--- src/rtl/adder_pkg.sv ---
// Shared definitions for the bit-serial adder: FSM state encoding and the default operand width.
package adder_pkg;

    localparam int DEFAULT_WIDTH = 8;

    typedef logic [1:0] state_t;

    localparam state_t ST_IDLE = 2'b00;
    localparam state_t ST_RUN  = 2'b01;
    localparam state_t ST_DONE = 2'b10;

endpackage

--- src/rtl/half_adder.sv ---
// One-bit half adder; two of these plus an OR gate make the shared full-adder cell.
module half_adder (
    input  logic a_i,
    input  logic b_i,
    output logic s_o,
    output logic c_o
);

    assign s_o = a_i ^ b_i;
    assign c_o = a_i & b_i;

endmodule

--- src/rtl/serial_bit_adder.sv ---
// Combinational 1-bit full adder shared across every bit position of the serial add.
module serial_bit_adder (
    input  logic a_i,
    input  logic b_i,
    input  logic c_i,
    output logic s_o,
    output logic c_o
);

    logic s0;
    logic c0;
    logic c1;

    half_adder u_ha0 (
        .a_i (a_i),
        .b_i (b_i),
        .s_o (s0),
        .c_o (c0)
    );

    half_adder u_ha1 (
        .a_i (s0),
        .b_i (c_i),
        .s_o (s_o),
        .c_o (c1)
    );

    // The two partial carries can never both be set, so OR completes the carry.
    assign c_o = c0 | c1;

endmodule

--- src/rtl/serial_adder_ctrl.sv ---
// Bit-serial WIDTH-bit adder controller: feeds operands LSB-first through one full-adder
// cell, accumulating the sum MSB-in, with a start/busy/done handshake.
module serial_adder_ctrl
    import adder_pkg::*;
#(
    parameter  int WIDTH = DEFAULT_WIDTH,
    localparam int CNT_W = $clog2(WIDTH)
) (
    input  logic             clk,
    input  logic             rst_n,
    input  logic             start,
    input  logic [WIDTH-1:0] a,
    input  logic [WIDTH-1:0] b,
    input  logic             cin,
    output logic             busy,
    output logic             done,
    output logic [WIDTH-1:0] sum,
    output logic             cout
);

    localparam logic [CNT_W-1:0] LAST_BIT = CNT_W'(WIDTH - 1);

    state_t           state_q, state_d;
    logic [CNT_W-1:0] cnt_q, cnt_d;
    logic [WIDTH-1:0] a_sh_q, a_sh_d;
    logic [WIDTH-1:0] b_sh_q, b_sh_d;
    logic             c_q, c_d;
    logic [WIDTH-1:0] sum_q, sum_d;
    logic             cout_q, cout_d;

    logic bit_s;
    logic bit_c;

    serial_bit_adder u_cell (
        .a_i (a_sh_q[0]),
        .b_i (b_sh_q[0]),
        .c_i (c_q),
        .s_o (bit_s),
        .c_o (bit_c)
    );

    always_comb begin
        // NOTE: every next-state signal defaults to its current value so no path infers a latch.
        state_d = state_q;
        cnt_d   = cnt_q;
        a_sh_d  = a_sh_q;
        b_sh_d  = b_sh_q;
        c_d     = c_q;
        sum_d   = sum_q;
        cout_d  = cout_q;

        case (state_q)
            ST_IDLE: begin
                if (start) begin
                    a_sh_d  = a;
                    b_sh_d  = b;
                    c_d     = cin;
                    cnt_d   = '0;
                    state_d = ST_RUN;
                end
            end
            ST_RUN: begin
                c_d    = bit_c;
                sum_d  = {bit_s, sum_q[WIDTH-1:1]};
                a_sh_d = a_sh_q >> 1;
                b_sh_d = b_sh_q >> 1;
                cnt_d  = cnt_q + CNT_W'(1);
                if (cnt_q == LAST_BIT) begin
                    cout_d  = bit_c;
                    state_d = ST_DONE;
                end
            end
            ST_DONE: state_d = ST_IDLE;
            default: state_d = ST_IDLE;
        endcase
    end

    // NOTE: state uses non-blocking assignments so all registers update together at the edge.
    always_ff @(posedge clk or negedge rst_n) begin
        if (!rst_n) begin
            state_q <= ST_IDLE;
            cnt_q   <= '0;
            a_sh_q  <= '0;
            b_sh_q  <= '0;
            c_q     <= 1'b0;
            sum_q   <= '0;
            cout_q  <= 1'b0;
        end else begin
            state_q <= state_d;
            cnt_q   <= cnt_d;
            a_sh_q  <= a_sh_d;
            b_sh_q  <= b_sh_d;
            c_q     <= c_d;
            sum_q   <= sum_d;
            cout_q  <= cout_d;
        end
    end

    assign busy = (state_q == ST_RUN) || (state_q == ST_DONE);
    assign done = (state_q == ST_DONE);
    assign sum  = sum_q;
    assign cout = cout_q;

endmodule
--- config.mk ---
export PLATFORM = sky130hd
export DESIGN_NAME = serial_adder_ctrl
export DESIGN_NICKNAME = d
export VERILOG_FILES = /design/src/rtl/adder_pkg.sv /design/src/rtl/half_adder.sv /design/src/rtl/serial_bit_adder.sv /design/src/rtl/serial_adder_ctrl.sv
export SDC_FILE = /design/constraint.sdc
export NUM_CORES = 1
export LEC_CHECK = 0
export ABC_CLOCK_PERIOD_IN_PS = 1550
export BUFFER_PORTS_ARGS = -buffer_cell sky130_fd_sc_hd__buf_2
export CAP_MARGIN = 25
export CORE_MARGIN = 4
export CORE_UTILIZATION = 51
export CTS_BUF_LIST = sky130_fd_sc_hd__clkbuf_8
export DETAILED_ROUTE_END_ITERATION = 7
export PLACE_DENSITY_LB_ADDON = 0.25
export SETUP_SLACK_MARGIN = 0.5
export SLEW_MARGIN = 15
export SYNTH_ARGS = -nofsm -noshare
export SYNTH_HDL_FRONTEND = slang
export SYNTH_SLANG_ARGS = --single-unit
--- constraint.sdc ---
create_clock -name clk -period 1.55 [get_ports clk]
set_clock_uncertainty 0.05 [all_clocks]
set_input_delay 0 -clock clk [delete_from_list [all_inputs] [get_ports clk]]
set_output_delay 0 -clock clk [all_outputs]
set_load 0.05 [all_outputs]
==> flow_metrics.tcl <==
set metrics [dict create \
    dieArea_um2 3969 \
    yosysSeqAreaShare_pct 50.28 \
    ys_ff_latch 31 \
    coreArea_um2 2829 \
    worst_hold_path.num_cells 3 \
    reg2reg_depth 5 \
    port_buffers 30 \
    status "completed" \
    first_iter_violations 110 \
    synth_xor_xnor_area_share_pct 0 \
    dp_hpwl_mm 2.440 \
    stdcell_count 236 \
    critPathMaxStageDelay_ns 0.40 \
    nNetsFinal 230 \
    synth_compound_area_share_pct 16.14 \
    cellInternalPower_uw 3125 \
    synthAdderAreaFrac_pct 5.353 \
    synth.top_cell.area_share_pct 50.28 \
    path_depth 5 \
    drt-pass1-iter-count 4 \
    cts_buffers 5 \
    switchingPower_uw 2197 \
    synth_mux_area_share_pct 7.299 \
    p_comb_share_pct 59.0 \
    crit_fanout 8 \
    crit_path_end_kind "flop" \
    avgSynthCellArea_um2 11.10 \
    cap_violations 0 \
    rsz0062_at_grt "true" \
    ys_warn_count 0 \
    synthTopCellsByArea "dfrtp_1 (50%), mux2_2 (6.6%), nand3_1 (5.8%)" \
    cts_max_level 2 \
    syn_inst 139 \
    fin_crit_sh_pct 96.94 \
    synth_fp_nets 165 \
    grt_max_degree 32 \
    antenna_found_initial 0 \
    fmax_mhz 665.6 \
    wl_per_cell_um 17.42 \
    cts_root_buf "clkbuf_8" \
    synth_cell_types 32 \
    synth_top_family_by_area "compound AO/OA/AOI/OAI gates" \
    total_power_uw 5322 \
    gp_congestion 0.7922 \
    initial_core_util_pct 54.53 \
    arrival_ns 1.63 \
    fin_setup_tns_ns 0 \
    antennaDiodeCount 0 \
    leakagePower_uw 0.001075 \
    grt_pass1_wl_mm 6.575 \
    p_seq_share_pct 27.7 \
    area_delta_synth_final_pct 48.82 \
    vias 1361 \
    final_util_pct 81.16 \
    criticalPathCategory "flop to flop" \
    globalRouteTotalUtil_pct 21.43 \
    clk_path_buf_depth 2 \
    ant_nets 0 \
    yosys.area.top_type "dfrtp_1" \
    cp_top_family "flip-flops" \
    cp_slowest_cell "dfrtp_1" \
    hold_violations 0 \
    hp-class "primary input to flop" \
    drc 0 \
    wirelength_mm 4.112 \
    finalSetupViolCount 0 \
    ir_worst_vdd_mv 1.298 \
    critPathLaunchType "flop" \
    required_ns 1.67 \
    p_clk_share_pct 13.2 \
    drive_gt1_share_pct 47.32 \
    crit_buf_inv 1 \
    io_pins 31 \
    grt_pass1_vias 1388 \
    worst_pin_slew_ns 0.6868 \
    avgViaCountPerCell 5.767 \
    clk_latency_ns 0.29 \
    finalMaxSlewViolations 0 \
    dp.cells 202 \
    overflow 0 \
    crit_chain "inv_2 > ha_4 > nor2b_4 > nor2_4 > mux2_4" \
    hold_slack_ns 0.01312 \
    cellPowerDensity_nw_per_um2 2318 \
    syn_area_um2 1543 \
    fp.dieH_um 63 \
    slew_headroom_pct 54.21 \
    p_sw_share_pct 41.28 \
    post-route-min-period_ns 1.502 \
    die_w_um 63 \
    synth-simple-area-share_pct 14.52 \
    cts_tree "yes" \
    clk_pin_slew_ns 0.07 \
    clock_sinks 31 \
    rows 19 \
]
[final timing paths]
path	slack, ns	from	to
min in group asynchronous	0.24	rst_n	b_sh_q[5]
setup / recovery	0.05	state_q[1]	cnt_q[0]
max in group asynchronous	0.73	rst_n	state_q[0]
hold reg to reg	0.45	b_sh_q[2]	b_sh_q[2]
setup reg to reg	0.05	state_q[1]	cnt_q[0]
hold / removal	0.01	a[5]	a_sh_q[5]
[flip-flops by register name (all words and copies together) (netlist names)]
signal,count
a_sh_q,8
b_sh_q,8
c_q,1
cnt_q,3
cout,1
state_q,2
sum,8
[cell usage after synthesis]
library cell / count
inv_1: 6
nor3b_1: 1
buf_6: 3
o21ai_1: 7
nand2_1: 4
nor2_1: 5
a221oi_1: 1
nor2_2: 1
clkbuf_1: 1
nor3_1: 6
fa_1: 1
a21oi_1: 5
nand2_4: 1
buf_2: 4
nand3_1: 18
mux2_2: 9
dfrtp_1: 31
o221a_2: 2
nor2b_4: 1
ha_1: 5
nand2b_1: 2
a22o_1: 2
a211oi_1: 3
o22ai_1: 6
a32oi_1: 2
inv_2: 1
or3_1: 2
buf_4: 2
mux2_1: 1
o22a_1: 2
nor2b_1: 1
a221oi_2: 3
[placed cells by master (no fill, tap or decap), types with 2 or more instances in the layout]
master / netlist / layout
buf_6: 3 / 7
a22o_1: 2 / 2
nor3_1: 6 / 4
o22ai_1: 6 / 6
buf_8: 0 / 2
dfrtp_1: 31 / 30
a221oi_2: 3 / 4
dlygate4sd3_1: 0 / 12
o21ai_1: 7 / 7
a211oi_1: 3 / 3
nor2_1: 5 / 5
nand2_1: 4 / 3
clkbuf_8: 0 / 7
a21oi_1: 5 / 4
nand3_1: 18 / 18
buf_4: 2 / 16
mux2_4: 0 / 10
ha_4: 0 / 3
or3_1: 2 / 2
inv_1: 6 / 5
o22a_1: 2 / 2
buf_12: 0 / 2
o221a_2: 2 / 2
nor3_2: 0 / 2
ha_2: 0 / 2
buf_2: 4 / 28
inv_2: 1 / 3
a32oi_1: 2 / 2
[layer usage]
layer | up-vias | track usage [%] | part of all wire (%)
met2 | 52 | 34.39 | 52
met4 | 0 | 10.47 | 1.9
li1 | 638 | - | -
met3 | 9 | 7.194 | 5.7
met1 | 662 | 25.58 | 40
met5 | - | 0 | 0
[worst min-delay path: stages]
cell and delay (ns):
buf_2 0.08, nor3_1 0.05, a221oi_2 0.16
[metrics by stage]
step                area (um^2)  setup slack [ns]
floorplan                  1567           0.03377
global route               2296          -0.02262
detailed placement         1780          -0.01929
CTS                        2123           0.09403
finish                     2296           0.04750
global placement           1780           0.04391
[cell families (layout without fill, tap and decap cells)]
family / after synthesis / after routing
and+or+nand+nor: 42 / 42
DFF: 31 / 31
buffers and inverters: 17 / 83
AOI/OAI and AO/OA: 33 / 33
muxes: 10 / 10
adders and majority gates: 6 / 6
[repair_timing]
action | in CTS | in global routing
hold buffers | 12 | 0
endpoints found under the setup margin | 33 | 33
buffers inserted | 7 | 6
pin swaps | 7 | 6
gates resized for setup | 17 | 25
cloned | 0 | 1
endpoints found under the hold margin | 42 | 0
[cell type report]
cell class	instances	area [um^2]
inverter	7	26.28
multi-input combinational	91	799.5
sequential	31	777.0
tap	31	38.79
fill	161	533.0
timing repair buffer	68	554.3
clock inverter	1	3.754
clock buffer	7	96.34
[power groups by stage]
stage                     sequential (uW)  combinational (uW)  clock [uW]
final                                1480                3140         704
after global routing                 1520                3360         761
after CTS                            1440                2620         710
after detailed placement             1460                2350           0
after global placement               1420                2260           0
after floorplan                      1780                1410           0
Note: power is estimated with default switching activity, not from simulation.
